===== config.mk =====
export PLATFORM = sky130hd
export DESIGN_NAME = mem_arbiter
export DESIGN_NICKNAME = d
export VERILOG_FILES = /design/src/rtl/mem_arb_pkg.sv /design/src/rtl/arb_streak_ctr.sv /design/src/rtl/mem_arbiter.sv
export SDC_FILE = /design/constraint.sdc
export NUM_CORES = 1
export LEC_CHECK = 0
export ABC_AREA = 0
export BUFFER_PORTS_ARGS = -buffer_cell sky130_fd_sc_hd__buf_2
export CAP_MARGIN = 20
export CELL_PAD_IN_SITES_DETAIL_PLACEMENT = 0
export CELL_PAD_IN_SITES_GLOBAL_PLACEMENT = 1
export CORE_MARGIN = 2
export CORE_UTILIZATION = 36
export DETAILED_ROUTE_END_ITERATION = 7
export PLACE_DENSITY = 0.94
export REMOVE_ABC_BUFFERS = 1
export SYNTH_ARGS = -nofsm -noshare
export SYNTH_HDL_FRONTEND = slang
export SYNTH_SLANG_ARGS = --single-unit

===== constraint.sdc =====
create_clock -name clk -period 3.22 [get_ports clk]
set_clock_uncertainty 0.15 [all_clocks]
set_input_delay 0.161 -clock clk [delete_from_list [all_inputs] [get_ports clk]]
set_output_delay 0.161 -clock clk [all_outputs]
set_load 0.01 [all_outputs]

===== src/rtl/mem_arb_pkg.sv =====
// mem_arb_pkg: shared state, owner and access-width encodings for mem_arbiter.
package mem_arb_pkg;
    typedef enum logic [1:0] {IDLE = 2'd0, ISSUE = 2'd1, WAIT = 2'd2, RESP = 2'd3} state_t;
    localparam logic OWN_D = 1'b0;
    localparam logic OWN_I = 1'b1;
    localparam logic [1:0] W_BYTE = 2'd0;
    localparam logic [1:0] W_HALF = 2'd1;
    localparam logic [1:0] W_WORD = 2'd2;
    // the reserved width code behaves as a full word access
    function automatic logic [1:0] norm_width(input logic [1:0] w);
        return (w == W_BYTE || w == W_HALF) ? w : W_WORD;
    endfunction
endpackage


===== src/rtl/arb_streak_ctr.sv =====
// arb_streak_ctr: counts consecutive D grants taken while I waits; force_i
// flags that the next contested grant must go to I.
module arb_streak_ctr import mem_arb_pkg::*; #(
    parameter int MAX_D_STREAK = 4
) (
    input  logic clk,
    input  logic rst_n,
    input  logic grant,
    input  logic owner,
    input  logic pending,
    output logic force_i
);
    localparam logic [3:0] MAX = 4'(MAX_D_STREAK);
    logic [3:0] streak;
    always_ff @(posedge clk or negedge rst_n) begin
        if (!rst_n) streak <= '0;
        else if (grant) streak <= (owner == OWN_D && pending) ? ((streak == MAX) ? MAX : streak + 4'd1) : '0;
    end
    assign force_i = streak == MAX;
endmodule


===== src/rtl/mem_arbiter.sv =====
// mem_arbiter: shares one memory port between a D (load/store) and an I (fetch)
// requester, one transaction at a time, with D priority and an I starvation guard.
module mem_arbiter import mem_arb_pkg::*; #(
    parameter int MAX_D_STREAK = 4,
    parameter int TIMEOUT = 64
) (
    input  logic        clk,
    input  logic        rst_n,
    input  logic        d_req,
    input  logic        i_req,
    input  logic [31:0] d_addr,
    input  logic [31:0] i_addr,
    input  logic        d_we,
    input  logic [31:0] d_wdata,
    input  logic [1:0]  d_width,
    output logic        d_gnt,
    output logic        i_gnt,
    output logic        d_rvalid,
    output logic        i_rvalid,
    output logic [31:0] rdata,
    output logic        resp_err,
    output logic        mem_req,
    output logic [31:0] mem_addr,
    output logic        mem_we,
    output logic [31:0] mem_wdata,
    output logic [1:0]  mem_width,
    input  logic        mem_ready,
    input  logic        mem_rvalid,
    input  logic [31:0] mem_rdata
);
    state_t state;
    logic owner;
    logic [7:0] timer;
    logic force_i, idle, sel_i, sel_d;
    // grants are gated by rst_n so nothing is granted while reset is held
    assign idle = rst_n && state == IDLE;
    assign sel_i = idle && i_req && (!d_req || force_i);
    assign sel_d = idle && d_req && !sel_i;
    assign d_gnt = sel_d;
    assign i_gnt = sel_i;
    assign mem_req = state == ISSUE;
    assign d_rvalid = state == RESP && owner == OWN_D;
    assign i_rvalid = state == RESP && owner == OWN_I;

    arb_streak_ctr #(.MAX_D_STREAK(MAX_D_STREAK)) u_streak (
        .clk(clk),
        .rst_n(rst_n),
        .grant(sel_d || sel_i),
        .owner(sel_i),
        .pending(i_req),
        .force_i(force_i)
    );

    always_ff @(posedge clk or negedge rst_n) begin
        if (!rst_n) begin
            state <= IDLE;
            owner <= OWN_D;
            timer <= '0;
            mem_addr <= '0;
            mem_we <= 1'b0;
            mem_wdata <= '0;
            mem_width <= '0;
            rdata <= '0;
            resp_err <= 1'b0;
        end else begin
            case (state)
                IDLE: if (sel_d || sel_i) begin
                    owner <= sel_i;
                    mem_addr <= sel_i ? i_addr : d_addr;
                    mem_we <= sel_d && d_we;
                    mem_wdata <= sel_i ? 32'd0 : d_wdata;
                    mem_width <= sel_i ? W_WORD : norm_width(d_width);
                    state <= ISSUE;
                end
                ISSUE: if (mem_ready) begin
                    timer <= '0;
                    state <= WAIT;
                end
                WAIT: if (mem_rvalid) begin
                    rdata <= mem_rdata;
                    resp_err <= 1'b0;
                    state <= RESP;
                end else if (timer == 8'(TIMEOUT - 1)) begin
                    rdata <= '0;
                    resp_err <= 1'b1;
                    state <= RESP;
                end else begin
                    timer <= timer + 8'd1;
                end
                default: state <= IDLE;
            endcase
        end
    end
endmodule


==> out/results.tsv <==
metric	value	unit
n_diodes	0	
RSZ-0062 raised after global routing	no	
port bufs	241	
Place WS	0.9490	ns
CTS buffer count	17	
minimum clock period	2.856	ns
yosys warns	0	
Setup WS post-layout	0.3637	ns
status	completed	
H-tree Lvls	4	
most common cell in the netlist	dfrtp_1	
crit path DAT	3.04	ns
post-synth top area share	0.5798	
reg2reg end	mem_addr[2]$_DFFE_PN0P_	
top post-synthesis cells by count	dfrtp_1, nand2_1, a21oi_1	
vias in the first global route	5453	
Clock Pin Slew Worst Setup and Hold Paths	0.05	ns
WL/cell	15.57	um
Pwr Density	872.4	nW/um^2
Std-Cell Rows	42	
postcts setup bufs	0	
Sink Count	115	
CP Launch Type	flop	
simple-gate share of the synthesized area	0.1714	
hold_ws	0.02641	ns
share of cells above drive strength 1	0.3315	
Adder-Cell Fraction of Synth Area	0.01765	
first-pass GRT wire length	26160	um
fmax	0.3501	GHz
Final Hold Vio Count	0	
final wirelength	16550	um
DP HPWL	9850	um
Core ar.	13350	sq um
HP Class	input pin to flop	
crit path from	state[1]$_DFFE_PN0P_	
Final Core Density	0.6172	
Layout Cells excl Fill	1063	
vias per cell	4.942	
reg2reg setup slack	0.36	ns
Req. time, crit path	3.41	ns
asr flop ratio synth	1.000	
synth top area cells	dfrtp_1, nand2_1, a21oi_1	
Worst-Margin Slew	0.6324	ns
cts hold-fix bufs	135	
Synth Area in Compound Gates	0.1795	
post-synthesis mux area share	0.006554	
antenna violations before repair	0	
cells after synthesis	504	
Synth Cell Area	4964	sq um
worst r2r src	state[1]$_DFFE_PN0P_	
relative slew slack	0.5784	
crit path kind	flop to flop	
DRC	0	
Die ar.	14740	sq um
Primary FF master, synth	dfrtp_1	
Max FO, Critical Path	25	
leakage power	4.208	nW
largest family of logic cells by synthesized area	compound AO/OA/AOI/OAI gates	
dpl cells	895	
root buf cell	clkbuf_16	
Yosys reg bits	115	
CTS tree	yes	
I/O pin cnt	242	
critical path endpoint category	flop	
clk_lat worst skew	0.40	ns
antenna viol nets, final	0	
worst reg2reg path depth	9	
Vias	5253	
Syn Area/Cell	9.848	sq um
overall routing resource usage	0.2283	
XOR/XNOR Fraction of Synth Area	0.001765	
Die Ht	121.4	um
area delta synth->final	65.97	%
Die Span X	121.4	um
Post-CTS Resized	0	
grt ovf	0	
largest net degree at the start of global routing	85	
post-synthesis cell type count	43	
Final Setup Violations	0	
fin. max-slew vios	0	
Post-synth EDFFs	0	
Tcrit/Tclk final	0.8870	
Critical Path End	mem_addr[2]$_DFFE_PN0P_	
peak supply drop	423.5	uV
Tot Pwr	0.007186	W
Yosys top cell by area	dfrtp_1	
buffer levels on the longest clock path	2	
sequential fraction of the synthesis area	0.5798	
first-iteration detailed-routing DRC count	300	
Initial Util	0.3719	
Max-Cap Viols	0	
Placer Congestion	0.7928	
fin nets	1018	
first drt pass iteration count	4	
power by group:
| group | internal (W) | switching, W |
|---|---|---|
| combinational | 0.00142 | 0.00150 |
| clock | 0.00117 | 0.000627 |
| sequential | 0.00210 | 0.000371 |
critical path: stages, from the launching register on:
cell and delay, ns:
dfrtp_1 0.41, inv_1 0.09, ha_1 0.25, nand3_1 0.10, a21o_2 0.22, inv_2 0.34, buf_4 0.33, a21oi_1 0.12
a21oi_1 0.17, dlygate4sd3_1 0.59
per-stage QoR:
stage	setup TNS (ns)	area, sq um
global placement	0	6295
detailed placement	0	6295
global route	0	8238
finish	0	8238
CTS	0	8218
floorplan	-12.58	4778
kinds of logic (layout without fill, tap and decap cells):
group                    Yosys count  in the layout
multiplexers                       3              3
buffers and inverters             43            426
adder cells (fa/ha/maj)            7              7
AO/OA/AOI/OAI                    138            138
AND/OR/NAND/NOR                  197            197
flip-flops                       115            115
XOR/XNOR                           1              1
worst min path at each step:
stage                     start                              to  slack (ns)  cells past startpoint
after floorplan           rst_n         mem_addr[0]$_DFFE_PN0P_       -0.28                      0
after global placement    rst_n            state[0]$_DFFE_PN0P_       -0.01                      1
after detailed placement  rst_n            state[0]$_DFFE_PN0P_      -0.008                      1
after CTS                 d_req  u_streak.streak[0]$_DFFE_PN0P_       0.005                      3
after global routing      d_req  u_streak.streak[0]$_DFFE_PN0P_        0.04                      3
final                     d_req  u_streak.streak[0]$_DFFE_PN0P_        0.03                      3
registers in the layout, summed over array words and instances, names as in the netlist:
register         count
owner                1
mem_width            2
mem_wdata           32
state                2
mem_addr            32
timer                8
mem_we               1
rdata               32
resp_err             1
u_streak.streak      4
routing by layer:
metal | share of wire | up-vias | global-route usage | wire, um
li1 | - | 2484 | - | -
met1 | 0.39 | 2460 | 0.2527 | 6452
met2 | 0.49 | 265 | 0.3975 | 8167
met3 | 0.087 | 44 | 0.06814 | 1432
met4 | 0.030 | 0 | 0.1142 | 497
met5 | 0 | - | 0 | 0
placed cells by master, fill, tap and decap left out, types with 2 or more instances in the layout:
cell | synthesis | final
a31oi_1 | 3 | 3
o31ai_1 | 2 | 2
clkinv_2 | 0 | 5
clkbuf_8 | 0 | 2
dfrtp_1 | 115 | 115
clkinvlp_4 | 0 | 3
and2_1 | 4 | 4
clkbuf_16 | 0 | 17
nor2_1 | 38 | 37
nor3_1 | 2 | 2
nand4_1 | 3 | 3
o21ai_0 | 5 | 5
inv_1 | 7 | 7
nand3_1 | 29 | 29
a21oi_1 | 80 | 80
bufinv_16 | 0 | 2
buf_2 | 13 | 240
nand2b_1 | 2 | 2
clkbuf_1 | 11 | 3
ha_1 | 7 | 7
dlygate4sd3_1 | 0 | 135
nand2_1 | 111 | 111
nor2b_1 | 2 | 2
buf_4 | 8 | 10
a22o_1 | 36 | 36
layout make-up:
| class | count | area (sq um) |
|---|---|---|
| well taps | 176 | 220.2 |
| clock inverters | 10 | 107.6 |
| clock buffers | 22 | 464.2 |
| multi-input cells | 346 | 1891 |
| repair buffers | 386 | 2648 |
| flip-flops and latches | 115 | 2878 |
| fillers | 1074 | 5110 |
| inverters | 8 | 30.03 |
Note: power is estimated with default switching activity, not from simulation.
